### src/rtl/cpu_pkg.sv
// cpu_pkg: shared pipeline constants for the operand bypass network.
package cpu_pkg;
  localparam int XLEN = 32;
  localparam int REG_AW = 5;
  localparam int SEL_REGFILE = 0;
  typedef enum int {STAGE_EX = 0, STAGE_MEM = 1, STAGE_WB = 2} stage_e;
endpackage

### src/rtl/bypass_select.sv
// bypass_select: picks the youngest in-flight writer of one source operand.
module bypass_select #(
  parameter int XLEN = 32,
  parameter int REG_AW = 5,
  parameter int DEPTH = 3,
  parameter int LOAD_RDY = 1,
  parameter int SEL_W = 2
) (
  input  logic [REG_AW-1:0]       rs_i,
  input  logic [XLEN-1:0]         rf_data_i,
  input  logic [DEPTH-1:0]        valid_i,
  input  logic [DEPTH*REG_AW-1:0] rd_i,
  input  logic [DEPTH-1:0]        load_i,
  input  logic [DEPTH*XLEN-1:0]   stage_data_i,
  output logic [SEL_W-1:0]        sel_o,
  output logic [XLEN-1:0]         operand_o,
  output logic                    load_hazard_o
);
  import cpu_pkg::*;
  // Scan oldest to youngest so the youngest match is written last and wins.
  always_comb begin
    sel_o = SEL_W'(SEL_REGFILE);
    operand_o = rf_data_i;
    load_hazard_o = 1'b0;
    for (int k = DEPTH - 1; k >= 0; k--) begin
      if (valid_i[k] && rd_i[k*REG_AW +: REG_AW] == rs_i && rs_i != '0) begin
        sel_o = SEL_W'(k + 1);
        operand_o = stage_data_i[k*XLEN +: XLEN];
        load_hazard_o = load_i[k] && (k < LOAD_RDY);
      end
    end
  end
endmodule

### src/rtl/bypass_scoreboard.sv
// bypass_scoreboard: in-flight writer tracking, operand forwarding and load-use stall.
module bypass_scoreboard #(
  parameter int XLEN = cpu_pkg::XLEN,
  parameter int REG_AW = cpu_pkg::REG_AW,
  parameter int NUM_SRC = 2,
  parameter int DEPTH = int'(cpu_pkg::STAGE_WB) + 1,
  parameter int LOAD_RDY = int'(cpu_pkg::STAGE_MEM),
  parameter int CNT_W = 32,
  localparam int SEL_W = $clog2(DEPTH + 1)
) (
  input  logic                      clk_i,
  input  logic                      rst_i,
  input  logic                      issue_valid_i,
  input  logic                      flush_i,
  input  logic [REG_AW-1:0]         rd_i,
  input  logic                      reg_write_i,
  input  logic                      mem_read_i,
  input  logic [NUM_SRC*REG_AW-1:0] rs_i,
  input  logic [NUM_SRC*XLEN-1:0]   rf_data_i,
  input  logic [DEPTH*XLEN-1:0]     stage_data_i,
  output logic [NUM_SRC*XLEN-1:0]   operand_o,
  output logic [NUM_SRC*SEL_W-1:0]  select_o,
  output logic                      stall_o,
  output logic [CNT_W-1:0]          stall_cnt_o
);
  if (DEPTH < 1 || LOAD_RDY > DEPTH || NUM_SRC < 1) begin : g_bad_params
    $error("bypass_scoreboard: invalid DEPTH/LOAD_RDY/NUM_SRC");
  end
  logic [DEPTH-1:0] valid_q, valid_d, load_q, load_d;
  logic [DEPTH*REG_AW-1:0] rd_q, rd_d;
  logic [NUM_SRC-1:0] hazard;
  logic [CNT_W-1:0] cnt_q, cnt_d;
  logic push;
  assign stall_o = issue_valid_i & ~flush_i & |hazard;
  assign push = issue_valid_i & reg_write_i & (rd_i != '0) & ~flush_i & ~stall_o;
  // Entry 0 is the youngest; shifting up retires entry DEPTH-1.
  assign valid_d = DEPTH'({valid_q, push});
  assign load_d = DEPTH'({load_q, mem_read_i});
  assign rd_d = (DEPTH*REG_AW)'({rd_q, rd_i});
  assign cnt_d = cnt_q + CNT_W'(stall_o & ~&cnt_q);
  assign stall_cnt_o = cnt_q;
  always_ff @(posedge clk_i) begin
    if (rst_i) begin
      valid_q <= '0;
      load_q <= '0;
      rd_q <= '0;
      cnt_q <= '0;
    end else begin
      valid_q <= valid_d;
      load_q <= load_d;
      rd_q <= rd_d;
      cnt_q <= cnt_d;
    end
  end
  for (genvar s = 0; s < NUM_SRC; s++) begin : g_src
    bypass_select #(
      .XLEN(XLEN), .REG_AW(REG_AW), .DEPTH(DEPTH), .LOAD_RDY(LOAD_RDY), .SEL_W(SEL_W)
    ) u_sel (
      .rs_i(rs_i[s*REG_AW +: REG_AW]),
      .rf_data_i(rf_data_i[s*XLEN +: XLEN]),
      .valid_i(valid_q),
      .rd_i(rd_q),
      .load_i(load_q),
      .stage_data_i(stage_data_i),
      .sel_o(select_o[s*SEL_W +: SEL_W]),
      .operand_o(operand_o[s*XLEN +: XLEN]),
      .load_hazard_o(hazard[s])
    );
  end
endmodule

### config.mk
export PLATFORM = sky130hd
export DESIGN_NAME = bypass_scoreboard
export DESIGN_NICKNAME = d
export VERILOG_FILES = /design/src/rtl/cpu_pkg.sv /design/src/rtl/bypass_select.sv /design/src/rtl/bypass_scoreboard.sv
export SDC_FILE = /design/constraint.sdc
export NUM_CORES = 1
export LEC_CHECK = 0
export ABC_AREA = 1
export BUFFER_PORTS_ARGS = -buffer_cell sky130_fd_sc_hd__buf_2
export CORE_ASPECT_RATIO = 0.9
export CORE_MARGIN = 1.5
export CORE_UTILIZATION = 30
export DETAILED_ROUTE_END_ITERATION = 7
export HOLD_SLACK_MARGIN = 0.15
export SYNTH_ARGS = -nofsm -noshare
export SYNTH_HDL_FRONTEND = slang
export SYNTH_HIERARCHICAL = 1
export SYNTH_SLANG_ARGS = --single-unit
export TNS_END_PERCENT = 30
### constraint.sdc
create_clock -name clk_i -period 6.9 [get_ports clk_i]
set_clock_uncertainty 0.2 [all_clocks]
set_input_delay 0.345 -clock clk_i [delete_from_list [all_inputs] [get_ports clk_i]]
set_output_delay 0.345 -clock clk_i [all_outputs]
set_load 0.01 [all_outputs]
==> flow_metrics.tcl <==
set metrics [dict create \
    layoutNonFillerInstCount 1560 \
    p_leak_nw 4.13 \
    relSlewSlack_pct 29.5 \
    drt_iter0_markers 551 \
    viasPerCell 4.76 \
    hold_slack_ns 0.242 \
    clkLatencyLatePin_ns 0.29 \
    gp_congestion 0.930 \
    grt_pass1_wl_um 35300 \
    seq_area_um2 1020 \
    cts_tree "yes" \
    cts_root_buf "clkbuf_16" \
    r2r_start "rd_q[4]$_SDFF_PP0_" \
    ant_nets 0 \
    rsz0062_at_grt "no" \
    crit_path_end_kind "output pin" \
    clkTransAtPathRegs_ns 0.06 \
    grt_pass1_vias 6581 \
    core_um2 18500 \
    arrival_ns 2.91 \
    ir_worst_vdd_mv 0.101 \
    status "finished clean" \
    die_x_um 148 \
    post-dp-hpwl_um 17900 \
    fp-row-count 47 \
    max_freq_ghz 0.289 \
    drc 0 \
    hp-class "reg2reg" \
    clk_path_buf_depth 2 \
    r2r_end "stall_cnt_o[30]$_SDFF_PP0_" \
    maxSlewViolCount 0 \
    grt_use_total_pct 22.6 \
    dp_slack_ns 3.60 \
    syn-num-nets 1249 \
    routed_wl_um 23700 \
    p_per_area_nw_per_um2 104 \
    fin_setup_tns_ns 0 \
    ys_warn_count 6 \
    wl_per_cell_um 15.2 \
    multi_input_area_um2 3930 \
    period_share_pct 50.1 \
    antenna_found_initial 5 \
    grt_overflow_total 0 \
    h-tree-depth 2 \
    hold_depth 2 \
    setup_viol 0 \
    numClockSinks 51 \
    port-buffer-count 281 \
    r2r_slack_ns 3.66 \
    initial_utilization_pct 30.8 \
    die_h_um 134 \
    finalCriticalPeriod_ns 3.45 \
    syn2layout_area_growth_pct 27.7 \
    grt_max_degree 68 \
    netlist_instances 1066 \
    hp-start "valid_q[1]$_SDFF_PP0_" \
    firstDrtPassIters 5 \
    cts_made_buffers 5 \
    dp_cells 1541 \
    cp-startpoint "rd_q[5]$_SDFF_PP0_" \
    tightestPinTransition_ns 1.06 \
    ios 282 \
    avgSynthCellArea_um2 5.33 \
    postLayoutCellArea_um2 7250 \
    max_cap_violations 0 \
    n_fill_cell 2128 \
    synth_area_um2 5680 \
    fin_nets 1492 \
    start_kind "flip-flop" \
    path_class "reg2out" \
    dr_total_vias 7431 \
    crit_fanout 64 \
    setup_slack_ns 3.45 \
    drive_gt1_share_pct 26.8 \
    die-area_um2 19800 \
    reg2reg_depth 17 \
    holdPathEnd "valid_q[2]$_SDFF_PP0_" \
    placed_area_um2 7020 \
    post_cts_buffers 0 \
    hold_viol 0 \
    required_ns 6.36 \
]
-- layer usage --
| metal | vias to the layer above | routed length [um] | share of wire [%] | GRT usage (%) |
|---|---|---|---|---|
| met5 | - | 0 | 0 | 0 |
| li1 | 3805 | - | - | - |
| met4 | 0 | 481 | 2.0 | 6.00 |
| met1 | 3319 | 10200 | 43 | 30.0 |
| met3 | 28 | 1740 | 7.3 | 3.15 |
| met2 | 279 | 11300 | 48 | 38.3 |
-- layout by cell type (no fill, tap or decap), types with 3 or more instances in the layout --
| cell type | count |
|---|---|
| a21oi_1 | 23 |
| and2_1 | 3 |
| buf_2 | 281 |
| buf_4 | 6 |
| clkbuf_16 | 5 |
| dfxtp_1 | 51 |
| diode_2 | 5 |
| dlygate4sd3_1 | 6 |
| inv_1 | 74 |
| inv_2 | 10 |
| nand2_1 | 299 |
| nand2_2 | 4 |
| nand3_1 | 168 |
| nand3_2 | 20 |
| nor2_1 | 296 |
| nor2_2 | 6 |
| nor2_4 | 12 |
| nor3_1 | 4 |
| o21a_1 | 4 |
| o21ai_0 | 9 |
| xnor2_1 | 7 |
| xor2_1 | 6 |
-- state kept, by name, summed over array words and instances, names as in the netlist --
register	count
stall_cnt_o	32
load_q	1
valid_q	3
rd_q	15
-- metrics by stage --
stage | utilization [%] | power [mW]
2_1_floorplan | - | 0.396
3_3_place_gp | 38.0 | 0.499
3_5_place_dp | 38.0 | 0.498
4_1_cts | 39.2 | 0.762
5_1_grt | 39.2 | 0.797
6_report | 39.3 | 0.757
-- where the power goes --
group          internal (mW)  total, mW  leakage (nW)  switching (mW)
Sequential             0.298      0.304         0.414         0.00507
Clock                  0.155      0.262        0.0772           0.107
Combinational         0.0841      0.192          3.64           0.108
Total                  0.537      0.757          4.13           0.220
-- layout make-up --
cell class	count	share of cell area, %
well taps	245	4.23
flip-flops and latches	51	14.1
clock buffers	8	2.16
repair buffers	293	20.8
inverters	84	4.35
diodes	5	0.173
multi-input cells	874	54.2
-- worst max-delay path by stage --
stage                                 endpoint  slack (ns)
global placement                 operand_o[36]        3.64
detailed placement  stall_cnt_o[11]$_SDFF_PP0_        3.60
CTS                              operand_o[36]        3.48
global route                     operand_o[36]        3.25
finish                           operand_o[36]        3.45
floorplan           stall_cnt_o[30]$_SDFF_PP0_        4.07
-- worst max-delay path, stage by stage, from the launching register on --
cell and delay, ns:
dfxtp_1 0.40, inv_1 0.06, nand2_1 0.05, nand3_1 0.08, nor2_2 0.82, nand2_2 0.12
buf_4 0.39, nand3_1 0.15, nand2_1 0.06, nor2_1 0.22, nor2_1 0.07, buf_2 0.14
-- repair_timing --
item                                   in CTS  in global routing
endpoints found under the hold margin       6                  0
hold buffers                                6                  0
resized for setup                           0                  0
Power figures use the tool's default switching activity.
